**src/rtl/time_counter.sv**
```systemverilog
`default_nettype none
// ============================================================================
// time_counter : HH:MM:SS time-of-day counter (24h, or 12h with PM flag)
//                with minute/hour set-advance.
// Revision     : 1.0
// ============================================================================
module time_counter #(
  parameter int TWELVE_HOUR = 0
) (
  input  logic       i_clk,
  input  logic       i_reset,
  input  logic       i_en,
  input  logic       i_1hz_stb,
  input  logic       i_set_stb,
  input  logic       i_min_set,
  input  logic       i_hr_set,
  output logic [4:0] o_hours,
  output logic [5:0] o_minutes,
  output logic [5:0] o_seconds,
  output logic       o_pm,
  output logic       o_rollover
);

  localparam logic       c_twelve   = (TWELVE_HOUR != 0);
  localparam logic [4:0] c_hour_min = c_twelve ? 5'd1  : 5'd0;
  localparam logic [4:0] c_hour_max = c_twelve ? 5'd12 : 5'd23;
  localparam logic [4:0] c_hour_rst = c_twelve ? 5'd12 : 5'd0;
  localparam logic [5:0] c_sixty_m1 = 6'd59;

  logic [4:0] r_hours, w_hours_nxt, w_hours_inc;
  logic [5:0] r_minutes, w_minutes_nxt, w_minutes_inc;
  logic [5:0] r_seconds, w_seconds_nxt, w_seconds_inc;
  logic       r_pm, w_pm_nxt;
  logic       r_rollover, w_rollover_nxt;
  logic       w_set_mode, w_set_evt, w_count_evt;
  logic       w_sec_wrap, w_min_wrap, w_pm_toggle;

  // Set levels mask the 1 Hz strobe entirely, so set wins any collision.
  assign w_set_mode  = i_min_set | i_hr_set;
  assign w_set_evt   = i_set_stb & w_set_mode;
  assign w_count_evt = i_1hz_stb & i_en & ~w_set_mode;

  assign w_sec_wrap    = (r_seconds >= c_sixty_m1);
  assign w_min_wrap    = (r_minutes >= c_sixty_m1);
  assign w_seconds_inc = w_sec_wrap ? 6'd0 : r_seconds + 6'd1;
  assign w_minutes_inc = w_min_wrap ? 6'd0 : r_minutes + 6'd1;
  assign w_hours_inc   = (r_hours >= c_hour_max) ? c_hour_min : r_hours + 5'd1;
  assign w_pm_toggle   = c_twelve && (r_hours == 5'd11);

  always_comb begin
    w_hours_nxt    = r_hours;
    w_minutes_nxt  = r_minutes;
    w_seconds_nxt  = r_seconds;
    w_pm_nxt       = r_pm;
    w_rollover_nxt = 1'b0;
    if (w_set_evt) begin
      w_seconds_nxt = 6'd0;
      if (i_min_set) w_minutes_nxt = w_minutes_inc;
      if (i_hr_set) begin
        w_hours_nxt = w_hours_inc;
        if (w_pm_toggle) w_pm_nxt = ~r_pm;
      end
    end else if (w_count_evt) begin
      w_seconds_nxt = w_seconds_inc;
      if (w_sec_wrap) begin
        w_minutes_nxt = w_minutes_inc;
        if (w_min_wrap) begin
          w_hours_nxt = w_hours_inc;
          if (w_pm_toggle) w_pm_nxt = ~r_pm;
          // 12h mode wraps the day when PM is about to fall back to AM.
          w_rollover_nxt = c_twelve ? (w_pm_toggle & r_pm) : (r_hours >= c_hour_max);
        end
      end
    end
  end

  always_ff @(posedge i_clk or posedge i_reset) begin
    if (i_reset) begin
      r_hours    <= c_hour_rst;
      r_minutes  <= 6'd0;
      r_seconds  <= 6'd0;
      r_pm       <= 1'b0;
      r_rollover <= 1'b0;
    end else begin
      r_hours    <= w_hours_nxt;
      r_minutes  <= w_minutes_nxt;
      r_seconds  <= w_seconds_nxt;
      r_pm       <= w_pm_nxt;
      r_rollover <= w_rollover_nxt;
    end
  end

  assign o_hours    = r_hours;
  assign o_minutes  = r_minutes;
  assign o_seconds  = r_seconds;
  assign o_pm       = r_pm;
  assign o_rollover = r_rollover;

endmodule
`default_nettype wire

```
**config.mk**
```make
export PLATFORM = sky130hd
export DESIGN_NAME = time_counter
export DESIGN_NICKNAME = d
export VERILOG_FILES = /design/src/rtl/time_counter.sv
export SDC_FILE = /design/constraint.sdc
export NUM_CORES = 1
export LEC_CHECK = 0
export ABC_AREA = 1
export BUFFER_PORTS_ARGS = -buffer_cell sky130_fd_sc_hd__buf_4
export CORE_MARGIN = 2
export CORE_UTILIZATION = 44
export CTS_BUF_LIST = sky130_fd_sc_hd__clkbuf_8
export DETAILED_ROUTE_END_ITERATION = 8
export PLACE_DENSITY = 0.77
export SLEW_MARGIN = 20
export SYNTH_ARGS = -nofsm -noshare
export SYNTH_HDL_FRONTEND = slang
export SYNTH_SLANG_ARGS = --single-unit
```
**constraint.sdc**
```tcl
create_clock -name i_clk -period 1.9 [get_ports i_clk]
set_clock_uncertainty 0.2 [all_clocks]
set_input_delay 0.38 -clock i_clk [delete_from_list [all_inputs] [get_ports i_clk]]
set_output_delay 0.38 -clock i_clk [all_outputs]
set_load 0.02 [all_outputs]
```
==> results of run 1 <==
-- placed cells by master (no fill, tap or decap), drive strengths merged, types with 2 or more instances in the layout --
| cell type | netlist | layout |
|---|---|---|
| nand2 | 63 | 63 |
| buf | 2 | 25 |
| nor2 | 20 | 20 |
| inv | 19 | 19 |
| dfrtp | 18 | 18 |
| nand3 | 16 | 16 |
| o21ai | 7 | 7 |
| nand4 | 4 | 4 |
| clkbuf | 0 | 4 |
| a21oi | 4 | 4 |
| xor2 | 3 | 3 |
| ha | 3 | 3 |
| or2 | 2 | 2 |
-- final timing paths --
path,startpoint,endpoint,cells after the start
worst max-delay path,o_minutes[0],o_hours[0],9
worst min-delay path,i_en,o_seconds[1],4
worst max register to register,o_minutes[0],o_hours[0],9
worst min register to register,o_hours[4],o_hours[4],2
max in group asynchronous,i_reset,o_hours[0],4
min in group asynchronous,i_reset,o_minutes[3],4
-- timing repair --
item | 4_1_cts | 5_1_grt
hold buffers | 1 | 0
resized for setup | 0 | 0
endpoints found under the hold margin | 18 | 0
-- per-stage QoR --
stage	setup slack [ps]	hold slack (ps)	power, mW	instances	area (um^2)
final	233	332	1.33	222	1440
after global routing	84.4	355	1.42	222	1440
after detailed placement	245	222	1.02	217	1370
after global placement	261	221	1.01	217	1370
after floorplan	274	119	0.849	164	1170
after CTS	230	332	1.33	222	1440
-- power by group --
group | switching, mW | total (mW) | leakage, nW | internal [mW]
Sequential | 0.107 | 0.555 | 0.242 | 0.448
Combinational | 0.265 | 0.460 | 0.504 | 0.195
Clock | 0.129 | 0.312 | 0.0288 | 0.184
-- flip-flops by register name, summed over array words and instances, names as in the netlist --
register    flops
o_seconds       6
o_minutes       6
o_rollover      1
o_hours         5
-- worst reg2reg max path, delay by kind of cell, from the launching register on --
family | cells | cell delay (ps)
DFF | 1 | 440
and+or+nand+nor | 7 | 590
adders and majority gates | 1 | 250
buffers and inverters | 1 | 80
-- per-layer routing --
metal  track usage  part of all wire  vias up
li1              -                 -      569
met1         0.216              0.43      548
met2         0.315              0.50       32
met3        0.0281             0.057        4
met4        0.0592             0.011        0
met5             0                 0        -
-- area by class of cell --
cell class	instances	share of cell area
clock buffers	4	0.0383
repair buffers	26	0.137
flip-flops and latches	18	0.313
multi-input cells	125	0.436
well taps	30	0.0261
inverters	19	0.0496
-- logic make-up after synthesis --
| kind of cell | count (synthesis) |
|---|---|
| adders and majority gates | 3 |
| other | 1 |
| xor gates and xnor gates | 4 |
| AOI/OAI and AO/OA | 11 |
| buffers and inverters | 21 |
| DFF | 18 |
| and+or+nand+nor | 106 |
==> results.sh, run 1 <==
export IMPL_die_w_um=55.5
export IMPL_synth_cell_types=23
export IMPL_synth_compound_area_share=0.0632
export IMPL_cts_sinks=18
export IMPL_grt_start_max_net_pins=19
export IMPL_multiInputGateArea_um2=627
export IMPL_core_um2=2500
export IMPL_max_freq_mhz=600
export IMPL_drive_above_1_share=0.234
export IMPL_rsz0062_at_grt="false"
export IMPL_synth_top_cell_area_share=0.386
export IMPL_cts_max_path_buffers=2
export IMPL_yosys_most_used_dff="dfrtp_1"
export IMPL_cp_slowest_stage_delay_ps=440
export IMPL_antenna_found_initial=0
export IMPL_endpoint_kind="flop"
export IMPL_row_count=18
export IMPL_worst_path_dominant_cell_family="simple AND/OR/NAND/NOR gates"
export IMPL_hpwl_mm=2.01
export IMPL_irDropWorstVdd_mv=0.524
export IMPL_final_min_clock_period_ps=1670
export IMPL_grt_first_pass_wirelength_mm=4.49
export IMPL_regArea_um2=450
export IMPL_area_growth_pct=23.3
export IMPL_vias=1153
export IMPL_wl_mm=2.53
export IMPL_fin_util=0.576
export IMPL_synth_edff_count=0
export IMPL_rrSetupSlack_ps=230
export IMPL_cts_tree="built"
export IMPL_antennaDiodeCount=0
export IMPL_crit_type="flop to flop"
export IMPL_boundaryPins=26
export IMPL_synth_warning_count=0
export IMPL_track_usage=0.177
export IMPL_hp_class="input port to flop"
export IMPL_p_leak_nw=0.775
export IMPL_htreeDepth=1
export IMPL_required_ps=1840
export IMPL_clk_latency_ps=250
export IMPL_grt_overflow=0
export IMPL_drv_slew=0
export IMPL_finalSetupTns_ps=0
export IMPL_power_density_nw_per_um2=923
export IMPL_cts_made_buffers=3
export IMPL_initial_core_util=0.467
export IMPL_synth_top_area_cell="dfrtp_1"
export IMPL_grt_pass1_vias=1090
export IMPL_syn_area_um2=1170
export IMPL_antenna_left=0
export IMPL_syn_inst=164
export IMPL_gp_congestion=0.864
export IMPL_ys_top_cells_by_count="nand2_1, inv_1, dfrtp_1, nor2_1, nand3_1"
export IMPL_setup_viol=0
export IMPL_synth_xor_area_frac=0.0300
export IMPL_synth_most_common_cell="nand2_1"
export IMPL_synth_async_reset_ratio=1.00
export IMPL_clkSlewWorstSetupHoldPaths_ps=70
export IMPL_ys_seq_elements=18
export IMPL_numPortBuffers=24
export IMPL_synth_avg_cell_area_um2=7.12
export IMPL_status="complete, no violations"
export IMPL_drt_iter0_markers=20
export IMPL_synth_fa_ha_area_frac=0.0322
export IMPL_fin_nets=203
export IMPL_path_cells="ha_1, nor2_1, inv_1, nand2_1, nand2_1, nand2_1, nor2_4, nand2_1, nand2_1"
export IMPL_arrival_ps=1610
export IMPL_final_hold_viol_count=0
export IMPL_die_height_um=55.5
export IMPL_viasPerCell=5.19
export IMPL_synth_fp_nets=174
export IMPL_drv_cap=0
export IMPL_wl_per_cell_um=11.4
export IMPL_critPathBufInv=1
export IMPL_setup_worst_path_start_class="flop"
export IMPL_drt_first_pass_iters=4
export IMPL_critPathSlowestCell="dfrtp_1"
export IMPL_ys_seq_area_frac=0.386
export IMPL_period_share=0.877
export IMPL_path_max_fanout=7
export IMPL_critPathMostFrequentCell="nand2_1"
export IMPL_yosys_area_share_simple=0.408
export IMPL_ys_top_cells_by_area="dfrtp_1, nand2_1, nand3_1"
export IMPL_synth_top_family_by_area="simple AND/OR/NAND/NOR gates"
export IMPL_drc_errors=0
export IMPL_yosys_mux_area_fraction=0
export IMPL_die_area_um2=3080
export IMPL_clock_root_buffer="clkbuf_8"
export IMPL_cts_setup_buffers=0
export IMPL_fill_cells=242
Note: power is estimated with default switching activity, not from simulation.
==> run 2, diff against run 1 <==
Settings changed: ABC_AREA 1 to not set, PLACE_DENSITY 0.77 to 0.78.
==> results.sh, run 2 <==
export IMPL_status="complete, no violations"
export IMPL_cts_max_path_buffers=2
export IMPL_die_area_um2=2710
export IMPL_period_share=0.960
export IMPL_synth_most_common_cell="dfrtp_1"
export IMPL_critPathSlowestCell="o41ai_4"
export IMPL_required_ps=1840
export IMPL_drc_errors=0
export IMPL_top_layer="met4"
export IMPL_hold_depth=2
export IMPL_irDropWorstVdd_mv=0.849
export IMPL_cp_slowest_stage_delay_ps=470
export IMPL_ys_seq_area_frac=0.443
export IMPL_area_growth_pct=46.1
export IMPL_final_cell_mix="buf_4, dfrtp_1, o21ai_0"
export IMPL_antenna_left=0
export IMPL_yosys_most_used_dff="dfrtp_1"
export IMPL_grt_start_max_net_pins=19
export IMPL_p_leak_nw=0.712
export IMPL_path_cells="ha_4, o2111ai_4, o41ai_4, o21ai_1, a32o_1"
export IMPL_ys_top_cells_by_count="dfrtp_1, o21ai_0, nand2_1, nor2_1, nand3_1"
export IMPL_synth_top_area_cell="dfrtp_1"
export IMPL_viasPerCell=5.70
export IMPL_initial_core_util=0.464
export IMPL_die_w_um=52.1
export IMPL_layout_cells_non_filler=176
export IMPL_grt_pass1_vias=906
export IMPL_synth_top_cell_area_share=0.443
export IMPL_reg2reg_depth=5
export IMPL_synth_edff_count=0
export IMPL_antenna_found_initial=0
export IMPL_cts_tree="built"
export IMPL_syn_area_um2=1020
export IMPL_synth_avg_cell_area_um2=10.2
export IMPL_rrSetupSlack_ps=80
export IMPL_antennaDiodeCount=0
export IMPL_gp_congestion=0.846
export IMPL_setup_worst_path_start_class="flop"
export IMPL_power_density_nw_per_um2=1110
export IMPL_ys_top_cells_by_area="dfrtp_1, o21ai_0, ha_1"
export IMPL_arrival_ps=1770
export IMPL_fill_cells=185
export IMPL_ys_seq_elements=18
export IMPL_row_count=17
export IMPL_synth_cell_types=38
export IMPL_synth_fp_nets=110
export IMPL_drive_above_1_share=0.419
export IMPL_grt_overflow=0
export IMPL_setup_viol=0
export IMPL_core_um2=2190
export IMPL_clkSlewWorstSetupHoldPaths_ps=70
export IMPL_design_area_um2=1480
export IMPL_max_freq_mhz=548
export IMPL_synth_warning_count=0
export IMPL_placed_cell_area_um2=1380
export IMPL_cts_sinks=18
export IMPL_rsz0062_at_grt="true"
export IMPL_met2WireLength_mm=1.23
export IMPL_track_usage=0.200
export IMPL_relSlewSlack=0.651
export IMPL_final_hold_viol_count=0
export IMPL_final_min_clock_period_ps=1820
export IMPL_fin_util=0.677
export IMPL_clock_root_buffer="clkbuf_8"
export IMPL_boundaryPins=26
export IMPL_die_height_um=52.1
export IMPL_wl_mm=2.59
export IMPL_drt_first_pass_iters=4
export IMPL_wl_met3_um=141
export IMPL_drv_slew=0
export IMPL_clk_latency_ps=250
export IMPL_numPlacedInstances=167
export IMPL_crit_type="flop to flop"
export IMPL_final_common_cell="buf_4"
export IMPL_numPortBuffers=24
export IMPL_path_max_fanout=7
export IMPL_drt_iter0_markers=19
export IMPL_cts_made_buffers=3
export IMPL_wl_per_cell_um=14.7
export IMPL_drv_cap=0
export IMPL_fin_nets=159
export IMPL_htreeDepth=1
export IMPL_vias=1003
export IMPL_hpwl_mm=1.84
export IMPL_synth_async_reset_ratio=1.00
export IMPL_grt_first_pass_wirelength_mm=3.93
export IMPL_worst_slew_pin_slew_ps=516
export IMPL_hp_class="flop to flop"
export IMPL_syn_inst=100
export IMPL_wl_met1_mm=1.14
export IMPL_endpoint_kind="flop"
[run 2: cells by family after synthesis]
group	count (synthesis)	share of synthesized area
fa+ha+maj	3	0.0369
other cells	1	0.00369
xor+xnor	4	0.0345
simple gates	28	0.143
compound gates	36	0.282
mux	2	0.0197
flops	18	0.443
buf+inv	8	0.0369
[run 2: area by class of cell]
type,count,area [um^2],area share
Tap cell,28,35.0,0.0236
Clock buffer,4,55.1,0.0371
Multi-Input combinational cell,74,563,0.379
Inverter,4,15.0,0.0101
Sequential cell,18,455,0.307
Timing Repair Buffer,48,360,0.243
[run 2: critical path, delay by kind of cell (launching register included)]
kind            cells  cell delay [ps]
fa+ha+maj           1              180
flops               1              390
compound gates      4              950
[run 2: power breakdown]
| group | switching, mW | total [mW] | leakage (nW) | internal, mW |
|---|---|---|---|---|
| logic | 0.410 | 0.755 | 0.457 | 0.345 |
| registers | 0.106 | 0.586 | 0.226 | 0.480 |
| clock network | 0.127 | 0.311 | 0.0288 | 0.184 |
| total | 0.642 | 1.65 | 0.712 | 1.01 |
[run 2: path summary, 6_finish.rpt]
kind,endpoint,from
max in group asynchronous,o_seconds[0],i_reset
hold reg to reg,o_minutes[1],o_minutes[1]
min in group asynchronous,o_minutes[1],i_reset
hold / removal,o_minutes[1],o_minutes[1]
setup / recovery,o_hours[3],o_seconds[0]
setup reg to reg,o_hours[3],o_seconds[0]
[run 2: metrics by stage]
stage | total power [mW] | worst slack [ps] | hold WS [ps] | setup TNS (ps)
final | 1.65 | 76.4 | 346 | 0
after floorplan | 0.975 | -2.51 | 118 | -2.51
after global placement | 1.26 | 15.9 | 215 | 0
after detailed placement | 1.29 | -33.7 | 217 | -67.8
after global routing | 1.75 | -26.1 | 379 | -84.5
after CTS | 1.61 | 31.9 | 345 | 0
[run 2: timing repair]
action / in CTS / in global routing
gates resized for setup: 0 / 3
hold buffers: 1 / 0
buffers inserted: 0 / 3
endpoints found under the hold margin: 18 / 0
endpoints found under the setup margin: 0 / 8
[run 2: per-layer routing]
layer / track usage / up-vias
met4: 0.123 / 0
met2: 0.325 / 47
met1: 0.247 / 472
met5: 0 / -
li1: - / 476
met3: 0.0316 / 8
